===== config.mk =====
export PLATFORM = sky130hd
export DESIGN_NAME = stream_bist_harness
export DESIGN_NICKNAME = d
export VERILOG_FILES = /design/src/rtl/stream_bist_harness.sv
export SDC_FILE = /design/constraint.sdc
export NUM_CORES = 1
export LEC_CHECK = 0
export ABC_AREA = 1
export CAP_MARGIN = 20
export CORE_MARGIN = 4
export CORE_UTILIZATION = 53
export CTS_CLUSTER_DIAMETER = 100
export DETAILED_ROUTE_END_ITERATION = 7
export GPL_ROUTABILITY_DRIVEN = 0
export GPL_TIMING_DRIVEN = 0
export PLACE_DENSITY = 0.81
export SLEW_MARGIN = 20
export SYNTH_ARGS = -nofsm -noshare
export SYNTH_HDL_FRONTEND = slang
export SYNTH_SLANG_ARGS = --single-unit

===== constraint.sdc =====
create_clock -name clock -period 3.7 [get_ports clock]
set_clock_uncertainty 0.2 [all_clocks]
set_input_delay 0.555 -clock clock [delete_from_list [all_inputs] [get_ports clock]]
set_output_delay 0.555 -clock clock [all_outputs]
set_load 0.01 [all_outputs]

===== src/rtl/stream_bist_harness.sv =====
// Stream BIST harness: a memory-backed AXI4-Stream-style source and a golden-compare sink with LFSR throttling.
// Optional feature: define STREAM_BIST_LAST_CHECK_EN to also check s_last on every sink beat.
module stream_bist_harness #(
  parameter int          IN_W      = 8,
  parameter int          OUT_W     = 16,
  parameter int          IN_LEN    = 2048,
  parameter int          OUT_LEN   = 1536,
  parameter int          AW        = 12,
  parameter int          TO_W      = 20,
  parameter logic [15:0] LFSR_SEED = 16'hACE1
) (
  input  logic             clock,
  input  logic             reset,
  input  logic             start,
  input  logic             throttle_en,
  input  logic [TO_W-1:0]  timeout_lim,
  output logic [AW-1:0]    in_mem_addr,
  input  logic [IN_W-1:0]  in_mem_rdata,
  output logic [AW-1:0]    gold_addr,
  input  logic [OUT_W-1:0] gold_rdata,
  output logic             m_valid,
  input  logic             m_ready,
  output logic             m_last,
  output logic [IN_W-1:0]  m_data,
  input  logic             s_valid,
  output logic             s_ready,
  input  logic             s_last,
  input  logic [OUT_W-1:0] s_data,
  output logic             busy,
  output logic             done,
  output logic             pass,
  output logic             timeout,
  output logic [AW-1:0]    err_cnt,
  output logic [AW-1:0]    first_err_idx
);

  typedef enum logic [1:0] {IDLE, PRIME, RUN, DONE} state_t;

  state_t          state;
  logic [AW-1:0]   rd_cnt;      // next input address to fetch
  logic [AW-1:0]   snt_cnt;     // source beats accepted by the DUT
  logic [AW-1:0]   out_cnt;     // sink beats accepted from the DUT
  logic [1:0]      cnt;         // prefetch buffer occupancy
  logic            head;
  logic            pend;        // a read was issued last cycle; its data is on in_mem_rdata now
  logic            m_hold;      // m_valid was shown and not taken; it must stay up
  logic [IN_W-1:0] fifo_q [2];
  logic [15:0]     lfsr;
  logic [TO_W-1:0] to_cnt;

  logic       run_st;
  logic       src_fire;
  logic       snk_fire;
  logic       issue;
  logic [2:0] occ;
  logic       last_beat;
  logic       beat_err;
  logic       to_hit;

  assign run_st = (state == RUN);
  assign busy   = (state == PRIME) || run_st;
  assign done   = (state == DONE);
  assign pass   = done & ~timeout & (err_cnt == '0);

  // Source: m_valid may only be throttled before it is presented.
  assign m_valid  = run_st & (cnt != 2'd0) & (m_hold | ~(throttle_en & lfsr[0]));
  assign m_data   = fifo_q[head];
  assign m_last   = m_valid & (snt_cnt == AW'(IN_LEN - 1));
  assign src_fire = m_valid & m_ready;

  // Fetch whenever the slot the read lands in next cycle is guaranteed free.
  assign occ         = {1'b0, cnt} + {2'b00, pend};
  assign issue       = busy & (rd_cnt < AW'(IN_LEN)) & (occ <= ({2'b00, src_fire} + 3'd1));
  assign in_mem_addr = rd_cnt;

  // Sink: look one beat ahead on fire so gold_rdata always matches out_cnt.
  assign s_ready   = run_st & (out_cnt < AW'(OUT_LEN)) & ~(throttle_en & lfsr[1]);
  assign snk_fire  = s_valid & s_ready;
  assign gold_addr = out_cnt + {{(AW-1){1'b0}}, snk_fire};
  assign last_beat = (out_cnt == AW'(OUT_LEN - 1));

`ifdef STREAM_BIST_LAST_CHECK_EN
  assign beat_err = (s_data != gold_rdata) | (s_last != last_beat);
`else
  assign beat_err = (s_data != gold_rdata);
`endif

  assign to_hit = (timeout_lim != '0) & (to_cnt == timeout_lim - TO_W'(1));

  always_ff @(posedge clock) begin
    if (reset) begin
      state         <= IDLE;
      rd_cnt        <= '0;
      snt_cnt       <= '0;
      out_cnt       <= '0;
      cnt           <= '0;
      head          <= 1'b0;
      pend          <= 1'b0;
      m_hold        <= 1'b0;
      // NOTE: the two buffer entries are reset because m_data must read 0 out of reset.
      fifo_q[0]     <= '0;
      fifo_q[1]     <= '0;
      lfsr          <= LFSR_SEED;
      to_cnt        <= '0;
      timeout       <= 1'b0;
      err_cnt       <= '0;
      first_err_idx <= '1;
    end else begin
      if (pend) fifo_q[head ^ cnt[0]] <= in_mem_rdata;
      cnt    <= cnt + {1'b0, pend} - {1'b0, src_fire};
      pend   <= issue;
      m_hold <= m_valid & ~m_ready;
      if (issue) rd_cnt <= rd_cnt + AW'(1);
      if (src_fire) begin
        head    <= ~head;
        snt_cnt <= snt_cnt + AW'(1);
      end
      if (run_st) lfsr <= {1'b0, lfsr[15:1]} ^ (lfsr[0] ? 16'hB400 : 16'h0000);

      // NOTE: non-blocking assignments below deliberately override the datapath updates above;
      // the last assignment to a register in the block wins.
      unique case (state)
        IDLE, DONE: begin
          if (start) begin
            state         <= PRIME;
            rd_cnt        <= '0;
            snt_cnt       <= '0;
            out_cnt       <= '0;
            cnt           <= '0;
            head          <= 1'b0;
            pend          <= 1'b0;
            m_hold        <= 1'b0;
            to_cnt        <= '0;
            timeout       <= 1'b0;
            err_cnt       <= '0;
            first_err_idx <= '1;
          end
        end
        PRIME: state <= RUN;
        RUN: begin
          if (snk_fire) begin
            out_cnt <= out_cnt + AW'(1);
            to_cnt  <= '0;
            if (beat_err) begin
              if (err_cnt != '1)        err_cnt       <= err_cnt + AW'(1);
              if (first_err_idx == '1)  first_err_idx <= out_cnt;
            end
          end else begin
            to_cnt <= to_cnt + TO_W'(1);
          end
          // Completion needs a fire, which also clears the timeout, so completion wins a tie.
          if (snk_fire && last_beat) begin
            state <= DONE;
          end else if (!snk_fire && to_hit) begin
            state   <= DONE;
            timeout <= 1'b1;
          end
        end
        default: state <= IDLE;
      endcase
    end
  end

endmodule

==> reports/results.ini <==
[timing]
setup-violations-final=0
tightest_slew_ns=0.5756
slew_headroom=0.6162
final.setup.tns_ns=0
fin_ws_ns=0.1608
finalHoldViolCount=0
rsz0062_at_grt=false
hold_slack_ns=0.2615
period_share=0.9566
slew_viol_final=0
fmax_mhz=282.5
min_period_ns=3.539

[synth]
synth_edf_count=16
synth_top_cell_by_area=dfxtp_1
synth_area_um2=6987
yosysSeqAreaShare=0.3668
syn_nets=1074
synth_seq_cells=120
synthCells=988
synth_ff_type=dfxtp_1
synth_cell_types=50
synth_warnings=0
syn-mean-instance-area_um2=7.072
synthTopCellsByArea=dfxtp_1 30%, nand2_1 12%, nor2_1 8.1%, edfxtp_1 6.9%, inv_1 6.2%
synth_top_area_frac=0.2980
ys_async_sr_fraction=0

[final_layout]
final_common_cell=nand2_1
antenna_cells=0
fin_cells=1320
final_cell_mix=217 x nand2_1, 148 x nor2_1, 123 x clkdlybuf4s50_1, 114 x inv_1, 104 x dfxtp_1
drive_gt1_frac=0.08101
nets=1221
area_delta_synth_final_pct=30.23
fillers=1010

[setup_path]
critPathArrivalTime_ns=2.78
slowest_delay_ns=0.57
crit_type=input pin to output pin
startpoint_type=input pin
crit_chain=clkdlybuf4s50_1 > nand2_1 > nand4_4 > inv_1 > ha_1 > ha_1 > nand2_1 > xor2_1 > clkdlybuf4s50_1
end_kind=output pin
critPathSlowestCell=clkdlybuf4s50_1
path_max_fanout=3
critPathRequiredTime_ns=2.94

[floorplanning]
start_util=0.5470
die_x_um=122.8
ios=130
core_area_um2=12770
dieArea_um2=15080
die-height_um=122.8
num_rows=41

[placement]
io_buffers=128
dp.cells=1288
dp_worst_setup_slack_ns=-0.1475
dp_hpwl_mm=13.37

[route]
drt_wl_total_mm=18.12
drtIter0Drc=448
wl_met2_mm=8.536
detail-route-antenna-nets=0
wl_per_cell_um=13.72
dr.pass1.iters=5
wl_met1_mm=8.151
wl_met3_mm=1.139
num_vias=6893
top_layer=met4
routed_via_density=5.222
drc=0

[global_routing]
grt_overflow=0
antenna_found_initial=0
grt_pass1_vias=6330
grt_max_degree=17
grt_pass1_wl_mm=29.57
grt.total_usage=0.2454

[clock_network]
insertion_delay_ns=0.42
cts_root_buffer=clkbuf_16
cts_buffers=17
path_clk_slew_ns=0.05
cts_sinks=120
cts_setup_buffers=0
clockBufferDepth=2
htree_num_levels=4
cts_tree=done

[power_and_ir_drop]
p_leak_nw=3.693
pwr_density_cell_nw_per_um2=549.4
ir_drop_mv=0.3631

[hold_path]
hold_class=flop to flop

[run]
drv_cap=0

[run_status]
outcome=complete, no violations

==> sequential cells by signal, indices dropped and copies added, names as in the netlist <==
register and count:
in_mem_addr 12, snt_cnt 12, cnt 2, lfsr 16, fifo_q 16, first_err_idx 12, err_cnt 12, timeout 1
out_cnt 12, to_cnt 20, head 1, pend 1, m_hold 1, state 2
==> path summary, 6_finish.rpt <==
| check | start | endpoint | slack, ns | cells past startpoint |
|---|---|---|---|---|
| setup / recovery | throttle_en | gold_addr[4] | 0.16 | 9 |
| hold / removal | lfsr[5]$_SDFFE_PP1P_ | lfsr[5]$_SDFFE_PP1P_ | 0.26 | 2 |
| setup reg to reg | state[0]$_SDFFE_PP0P_ | in_mem_addr[9]$_SDFF_PP0_ | 0.33 | 19 |
| hold reg to reg | lfsr[5]$_SDFFE_PP1P_ | lfsr[5]$_SDFFE_PP1P_ | 0.26 | 2 |
==> critical path: cells and delay by family <==
family        cells  cell delay (ns)
fa+ha+maj         2             0.39
buf+inv           3             1.19
xor+xnor          1             0.21
simple gates      3             0.43
==> cell families (layout without fill, tap and decap cells) <==
kind of cell	after synthesis	in the layout	synth area share
AND/OR/NAND/NOR	542	542	0.3551
flip-flops	120	120	0.3668
XOR/XNOR	65	65	0.08148
adder cells (fa/ha/maj)	19	19	0.03510
AO/OA/AOI/OAI	92	92	0.07916
buffers and inverters	150	310	0.08238
==> metal layers <==
layer  GRT usage  up-vias
met5           0        -
met3     0.04793       28
met1      0.3319     3169
li1            -     3483
met4     0.07208        0
met2      0.3984      213
==> power breakdown <==
part	leakage, nW	internal, mW	switching (mW)
clock network	0.259	0.950	0.636
registers	1.01	1.52	0.155
logic	2.42	0.696	1.05
total	3.69	3.16	1.84
==> metrics by stage <==
stage,utilization,power [mW],instance area (um^2)
global placement,0.6641,3.325,8483
global route,0.7123,5.286,9099
floorplan,-,2.718,6987
finish,0.7123,4.999,9099
detailed placement,0.6641,3.362,8483
CTS,0.7107,4.986,9079
==> synth_stat cells, drive strengths merged, types with 3 or more instances <==
cell type and n:
nor3b 7, edfxtp 16, o21ai 31, nor2 168, nand3 65, nand3b 5, xnor2 23, o2111ai 3
nor3 30, clkbuf 18, a21oi 41, a211oi 5, inv 121, nand2 223, buf 9, a31oi 3
ha 18, xor2 42, nor4 10, nand4 27, dfxtp 104, or2 5
==> area by class of cell <==
cell class                      count  area, um^2  area share
Multi-Input combinational cell    718        3890      0.4275
Tap cell                          172       215.2     0.02365
Timing Repair Buffer              128        1286      0.1414
Inverter                          123       464.2     0.05102
Buffer                             27       113.9     0.01251
Clock inverter                     12       118.9     0.01306
Sequential cell                   120        2562      0.2816
Clock buffer                       20       447.9     0.04923
==> timing repair <==
| action | in CTS | in global routing |
|---|---|---|
| setup endpoints to repair | 8 | 7 |
| gates resized for setup | 8 | 7 |
| hold buffers | 0 | 0 |
(Power assumes the default switching activity.)
